$ cat src/rtl/uart_deframer.sv
// UART receive deframer: recovers start/data/parity/stop fields from an oversampled
// serial line and presents the byte with parity and framing error flags.
module uart_deframer #(
  parameter int OVERSAMPLE  = 16,
  parameter int SYNC_STAGES = 2
) (
  input  logic       clk,
  input  logic       rst,
  input  logic       baud_tick,
  input  logic       rx_in,
  input  logic [1:0] parity_type,
  input  logic       data_length,
  input  logic       stop_bits,
  output logic [7:0] data_out,
  output logic       data_valid,
  output logic       parity_error,
  output logic       framing_error,
  output logic       busy
);

  localparam int CW = $clog2(OVERSAMPLE);
  localparam logic [CW-1:0] CNT_ZERO = CW'(0);
  localparam logic [CW-1:0] CNT_ONE  = CW'(1);
  localparam logic [CW-1:0] CNT_MID  = CW'(OVERSAMPLE / 2 - 1);
  localparam logic [CW-1:0] CNT_LAST = CW'(OVERSAMPLE - 1);

  typedef enum logic [2:0] {
    IDLE      = 3'd0,
    START     = 3'd1,
    DATA      = 3'd2,
    PARITY    = 3'd3,
    STOP      = 3'd4,
    DONE      = 3'd5,
    WAIT_HIGH = 3'd6
  } state_t;

  // Expected parity bit over 7 or 8 data bits; odd selects odd parity.
  function automatic logic calc_parity(input logic [7:0] d, input logic len8, input logic odd);
    logic x;
    x = len8 ? (^d) : (^d[6:0]);
    return odd ? ~x : x;
  endfunction

  logic [SYNC_STAGES-1:0] sync_r;
  logic                   rxs_s;

  state_t          state_r, state_nx;
  logic [CW-1:0]   cnt_r, cnt_nx;
  logic [2:0]      bit_r, bit_nx;
  logic [7:0]      shift_r, shift_nx;
  logic            perr_r, perr_nx;
  logic            ferr_r, ferr_nx;
  logic [1:0]      cfg_par_r, cfg_par_nx;
  logic            cfg_len_r, cfg_len_nx;
  logic            cfg_stop_r, cfg_stop_nx;

  logic [7:0]      data_out_r, data_out_nx;
  logic            data_valid_r, data_valid_nx;
  logic            parity_error_r, parity_error_nx;
  logic            framing_error_r, framing_error_nx;
  logic            busy_r;

  logic            par_en_s;
  logic [2:0]      last_bit_s;

  assign rxs_s      = sync_r[SYNC_STAGES-1];
  assign par_en_s   = (cfg_par_r == 2'b01) || (cfg_par_r == 2'b10);
  assign last_bit_s = cfg_len_r ? 3'd7 : 3'd6;

  // rx_in metastability synchronizer, idles high
  always_ff @(posedge clk or negedge rst) begin
    if (!rst) begin
      sync_r <= '1;
    end else begin
      sync_r <= {sync_r[SYNC_STAGES-2:0], rx_in};
    end
  end

  // Next-state, counters, sampling and output-register updates
  always_comb begin
    state_nx         = state_r;
    cnt_nx           = cnt_r;
    bit_nx           = bit_r;
    shift_nx         = shift_r;
    perr_nx          = perr_r;
    ferr_nx          = ferr_r;
    cfg_par_nx       = cfg_par_r;
    cfg_len_nx       = cfg_len_r;
    cfg_stop_nx      = cfg_stop_r;
    data_out_nx      = data_out_r;
    data_valid_nx    = 1'b0;
    parity_error_nx  = parity_error_r;
    framing_error_nx = framing_error_r;

    case (state_r)
      IDLE: begin
        if (baud_tick && !rxs_s) begin
          state_nx    = START;
          cnt_nx      = CNT_ZERO;
          bit_nx      = 3'd0;
          shift_nx    = 8'h00;
          perr_nx     = 1'b0;
          ferr_nx     = 1'b0;
          cfg_par_nx  = parity_type;
          cfg_len_nx  = data_length;
          cfg_stop_nx = stop_bits;
        end else begin
          state_nx = IDLE;
        end
      end
      START: begin
        if (baud_tick) begin
          if (cnt_r == CNT_MID) begin
            cnt_nx   = CNT_ZERO;
            state_nx = rxs_s ? IDLE : DATA;
          end else begin
            cnt_nx = cnt_r + CNT_ONE;
          end
        end else begin
          cnt_nx = cnt_r;
        end
      end
      DATA: begin
        if (baud_tick) begin
          if (cnt_r == CNT_LAST) begin
            cnt_nx          = CNT_ZERO;
            shift_nx[bit_r] = rxs_s;
            if (bit_r == last_bit_s) begin
              bit_nx   = 3'd0;
              state_nx = par_en_s ? PARITY : STOP;
            end else begin
              bit_nx = bit_r + 3'd1;
            end
          end else begin
            cnt_nx = cnt_r + CNT_ONE;
          end
        end else begin
          cnt_nx = cnt_r;
        end
      end
      PARITY: begin
        if (baud_tick) begin
          if (cnt_r == CNT_LAST) begin
            cnt_nx   = CNT_ZERO;
            perr_nx  = rxs_s != calc_parity(shift_r, cfg_len_r, cfg_par_r == 2'b01);
            state_nx = STOP;
          end else begin
            cnt_nx = cnt_r + CNT_ONE;
          end
        end else begin
          cnt_nx = cnt_r;
        end
      end
      STOP: begin
        if (baud_tick) begin
          if (cnt_r == CNT_LAST) begin
            cnt_nx  = CNT_ZERO;
            ferr_nx = ferr_r | ~rxs_s;
            if (bit_r == {2'b00, cfg_stop_r}) begin
              bit_nx   = 3'd0;
              state_nx = DONE;
            end else begin
              bit_nx = bit_r + 3'd1;
            end
          end else begin
            cnt_nx = cnt_r + CNT_ONE;
          end
        end else begin
          cnt_nx = cnt_r;
        end
      end
      DONE: begin
        data_valid_nx    = 1'b1;
        data_out_nx      = cfg_len_r ? shift_r : {1'b0, shift_r[6:0]};
        parity_error_nx  = perr_r;
        framing_error_nx = ferr_r;
        state_nx         = ferr_r ? WAIT_HIGH : IDLE;
      end
      WAIT_HIGH: begin
        // Line held low after a bad stop bit: wait for it to recover before rearming
        if (baud_tick && rxs_s) begin
          state_nx = IDLE;
        end else begin
          state_nx = WAIT_HIGH;
        end
      end
      default: begin
        state_nx = IDLE;
      end
    endcase
  end

  // FSM, counter, shift register and latched configuration
  always_ff @(posedge clk or negedge rst) begin
    if (!rst) begin
      state_r    <= IDLE;
      cnt_r      <= CNT_ZERO;
      bit_r      <= 3'd0;
      shift_r    <= 8'h00;
      perr_r     <= 1'b0;
      ferr_r     <= 1'b0;
      cfg_par_r  <= 2'b00;
      cfg_len_r  <= 1'b0;
      cfg_stop_r <= 1'b0;
    end else begin
      state_r    <= state_nx;
      cnt_r      <= cnt_nx;
      bit_r      <= bit_nx;
      shift_r    <= shift_nx;
      perr_r     <= perr_nx;
      ferr_r     <= ferr_nx;
      cfg_par_r  <= cfg_par_nx;
      cfg_len_r  <= cfg_len_nx;
      cfg_stop_r <= cfg_stop_nx;
    end
  end

  // Registered host-facing outputs
  always_ff @(posedge clk or negedge rst) begin
    if (!rst) begin
      data_out_r      <= 8'h00;
      data_valid_r    <= 1'b0;
      parity_error_r  <= 1'b0;
      framing_error_r <= 1'b0;
      busy_r          <= 1'b0;
    end else begin
      data_out_r      <= data_out_nx;
      data_valid_r    <= data_valid_nx;
      parity_error_r  <= parity_error_nx;
      framing_error_r <= framing_error_nx;
      busy_r          <= (state_nx != IDLE);
    end
  end

  assign data_out      = data_out_r;
  assign data_valid    = data_valid_r;
  assign parity_error  = parity_error_r;
  assign framing_error = framing_error_r;
  assign busy          = busy_r;

endmodule

$ cat config.mk
export PLATFORM = sky130hd
export DESIGN_NAME = uart_deframer
export DESIGN_NICKNAME = d
export VERILOG_FILES = /design/src/rtl/uart_deframer.sv
export SDC_FILE = /design/constraint.sdc
export NUM_CORES = 1
export LEC_CHECK = 0
export ABC_CLOCK_PERIOD_IN_PS = 2170
export CAP_MARGIN = 20
export CORE_MARGIN = 2
export CORE_UTILIZATION = 40
export DETAILED_ROUTE_END_ITERATION = 10
export PLACE_DENSITY_LB_ADDON = 0.05
export REMOVE_ABC_BUFFERS = 1
export SETUP_SLACK_MARGIN = 0.05
export SLEW_MARGIN = 20
export SYNTH_ARGS = -nofsm -noshare
export SYNTH_HDL_FRONTEND = slang
export SYNTH_SLANG_ARGS = --single-unit
$ cat constraint.sdc
create_clock -name clk -period 2.17 [get_ports clk]
set_input_delay 0.434 -clock clk [delete_from_list [all_inputs] [get_ports clk]]
set_output_delay 0.434 -clock clk [all_outputs]
set_load 0.02 [all_outputs]
==> results.toml <==
[setup_path]
worstPathRequired_ns = 2.38
path_delay_family = "simple AND/OR/NAND/NOR gates"
path_cells = "ha_1 -> and3_1 -> o21ai_1 -> o2111ai_2 -> or4_1 -> o211ai_1"
max_stage_delay_ns = 0.51
cp-end-kind = "register"
worst-path-max-fanout = 6
crit_buf_inv = 0
worstPathArrival_ns = 2.17
critPathSlowestCell = "or4_1"
crit_path_start_kind = "register"
critPathKind = "register to register"

[floorplan]
die_area_um2 = 5500
num_rows = 25
core_um2 = 4720
pin_count = 20
die_x_um = 74.2
initial_core_util_pct = 41.7
die_h_um = 74.2

[clock_tree]
ctsHoldBuffers = 0
cts_max_path_buffers = 2
cts_setup_buffers = 0
htreeDepth = 2
cts_tree = "yes"
clockRootBuffer = "clkbuf_8"
cts.clk_slew.worst_paths_ns = 0.07
cts_sinks = 38
numCtsBuffers = 5
worstSkewPairLatency_ns = 0.29

[power_and_ir_drop]
power_frac_comb_pct = 40.5
switchingPower_mw = 1.05
intPower_mw = 1.73
ir_worst_vdd_mv = 0.388
p_per_area_nw_per_um2 = 1190
p_leak_nw = 1.02
p_total_mw = 2.78
clkPwrFrac_pct = 17.6
p_seq_share_pct = 41.9
switching_share_pct = 37.7

[synthesis]
syn_area_um2 = 1970
ys_seq_area_share_pct = 48.4
synthCells = 202
ys_types = 42
muxShareOfSynthArea_pct = 6.29
ys_seq_elements = 38
synth_fa_ha_area_share_pct = 1.91
yosys.area_share.simple_pct = 16.3
yosysWarnings = 0
synthXorXnorAreaFrac_pct = 5.78
avgSynthCellArea_um2 = 9.75
synth_compound_area_share_pct = 17.6
synth_top_family_by_area = "compound AO/OA/AOI/OAI gates"

[min_path]
min_path_type = "primary input to async pin"

[timing]
tightest_slew_ns = 0.820
rsz0062_at_grt = "false"
period_needed_ns = 1.96
setup_tns_ns = 0
finalMaxSlewViolations = 0
finalCritPeriodShare_pct = 90.5
relSlewSlack_pct = 45.3
fin_skew_ns = 0.00295
worst_slack_ns = 0.207
hold_viol = 0
timing.fmax_ghz = 0.509
setup_viol = 0

[placement]
postPlaceCellArea_um2 = 2240
gp_congestion = 0.830
hpwlAfterDp_mm = 2.95
dp_slack_ns = -0.0189
port_buffers = 19

[route]
wire_per_inst_um = 13.6
drc = 0
drtAntennaViolNets = 0
via_per_inst = 5.21
vias = 1527
drt-initial-drc-count = 103
dr.pass1.iters = 4
drt_wl_total_mm = 3.99

[layout]
final_core_util_pct = 49.6
multiInputGateArea_um2 = 948
diodes = 0
layout.nets = 236
area_delta_synth_final_pct = 18.9
layout-drive-gt1-share_pct = 14.2
finalInstanceArea_um2 = 2340
fillers = 448
register_area_um2 = 953

[grt]
grt_pass1_wl_mm = 6.83
grt_use_total_pct = 16.4
grt_max_degree = 39
antenna_found_initial = 0
grt_pass1_vias = 1490
grt_overflow = 0

[job]
maxCapViolations = 0

[outcome]
status = "finished clean"
## power groups by stage
| stage | clock network [mW] | registers [mW] | logic, mW |
|---|---|---|---|
| 5_1_grt | 0.537 | 1.20 | 1.27 |
| 3_5_place_dp | 0 | 1.18 | 1.12 |
| 4_1_cts | 0.504 | 1.16 | 1.13 |
| 3_3_place_gp | 0 | 1.17 | 1.09 |
| 2_1_floorplan | 0 | 1.21 | 0.706 |
| 6_report | 0.490 | 1.16 | 1.12 |
## per-layer routing
| layer | global-route usage [%] | vias to the layer above | share of wire [%] |
|---|---|---|---|
| met3 | 2.98 | 9 | 3.6 |
| met1 | 21.3 | 731 | 47 |
| met4 | 8.08 | 0 | 2.0 |
| met2 | 26.4 | 33 | 48 |
| met5 | 0 | - | 0 |
| li1 | - | 754 | - |
## Yosys cell counts, drive strengths merged
master	n	area [um^2]
o22ai	1	6.26
o211ai	1	7.51
a21oi	8	43.8
nand2	24	92.6
or4	2	15.0
o21bai	3	22.5
nor2b	3	18.8
and4b	1	10.0
o31ai	2	15.0
a211o	1	8.76
o21ai	27	135
nand2b	5	31.3
a21o	2	15.0
o41ai	1	8.76
nor3	5	25.0
o21a	3	22.5
or2	1	6.26
nand3	5	25.0
a2111o	1	11.3
nor2	6	22.5
o2111ai	1	8.76
or4b	1	10.0
mux2	11	124
or3b	1	11.3
clkbuf	4	15.0
a31oi	4	25.0
a21boi	1	7.51
and2	2	12.5
xnor2	11	96.3
dfrtp	36	901
o311ai	1	8.76
nand4	1	6.26
ha	3	37.5
nand3b	2	15.0
dfstp	2	52.6
inv	9	33.8
xor2	2	17.5
and3	3	18.8
buf	5	25.0
## cell families (layout without fill, tap and decap cells)
group | count (synthesis) | count (layout)
muxes | 11 | 11
DFF | 38 | 38
buffers and inverters | 18 | 42
and+or+nand+nor | 62 | 62
AOI/OAI and AO/OA | 57 | 57
xor gates and xnor gates | 13 | 13
adders and majority gates | 3 | 3
## final timing paths
kind                                      start                         to  slack (ns)  depth (start not counted)
hold / removal                              rst  framing_error$_DFFE_PN0P_        0.24                          1
setup reg to reg           cnt_r[0]$_DFFE_PN0P_       cnt_r[3]$_DFFE_PN0P_        0.21                          6
min in group clk            sync_r[0]$_DFF_PN1_        sync_r[1]$_DFF_PN1_        0.37                          0
hold reg to reg             sync_r[0]$_DFF_PN1_        sync_r[1]$_DFF_PN1_        0.37                          0
setup / recovery           cnt_r[0]$_DFFE_PN0P_       cnt_r[3]$_DFFE_PN0P_        0.21                          6
max in group asynchronous                   rst       cnt_r[2]$_DFFE_PN0P_        1.41                          1
## cell usage in the layout (no fill, tap or decap), types with 6 or more instances in the layout
| cell type | count |
|---|---|
| dfrtp_1 | 36 |
| nand2_1 | 23 |
| o21ai_0 | 22 |
| clkdlybuf4s50_1 | 18 |
| xnor2_1 | 11 |
| mux2_2 | 11 |
| inv_1 | 9 |
| a21oi_1 | 7 |
| nor2_1 | 6 |
| clkbuf_8 | 6 |
| buf_4 | 6 |
## registers in the layout (all words and copies together), names as in the netlist
register / count
state_r: 3
bit_r: 3
shift_r: 8
perr_r: 1
cfg_par_r: 2
data_valid: 1
cnt_r: 4
sync_r: 2
cfg_stop_r: 1
data_out: 8
cfg_len_r: 1
parity_error: 1
framing_error: 1
ferr_r: 1
busy: 1
## final cells by class
cell class / instances / share of cell area (%)
repair buffers: 25 / 9.83
flip-flops and latches: 38 / 40.7
inverters: 9 / 1.44
well taps: 67 / 3.58
multi-input cells: 146 / 40.5
clock inverters: 1 / 0.214
clock buffers: 7 / 3.69
## what timing repair did
| item | in CTS | in global routing |
|---|---|---|
| hold endpoints to repair | 0 | 0 |
| setup endpoints to repair | 0 | 1 |
| resized for setup | 0 | 2 |
## per-stage QoR
step | cells | hold slack [ns]
3_5_place_dp | 285 | 0.352
4_1_cts | 293 | 0.268
5_1_grt | 293 | 0.321
2_1_floorplan | 193 | 0.138
3_3_place_gp | 285 | 0.347
6_report | 293 | 0.240
Note: power is estimated with default switching activity, not from simulation.
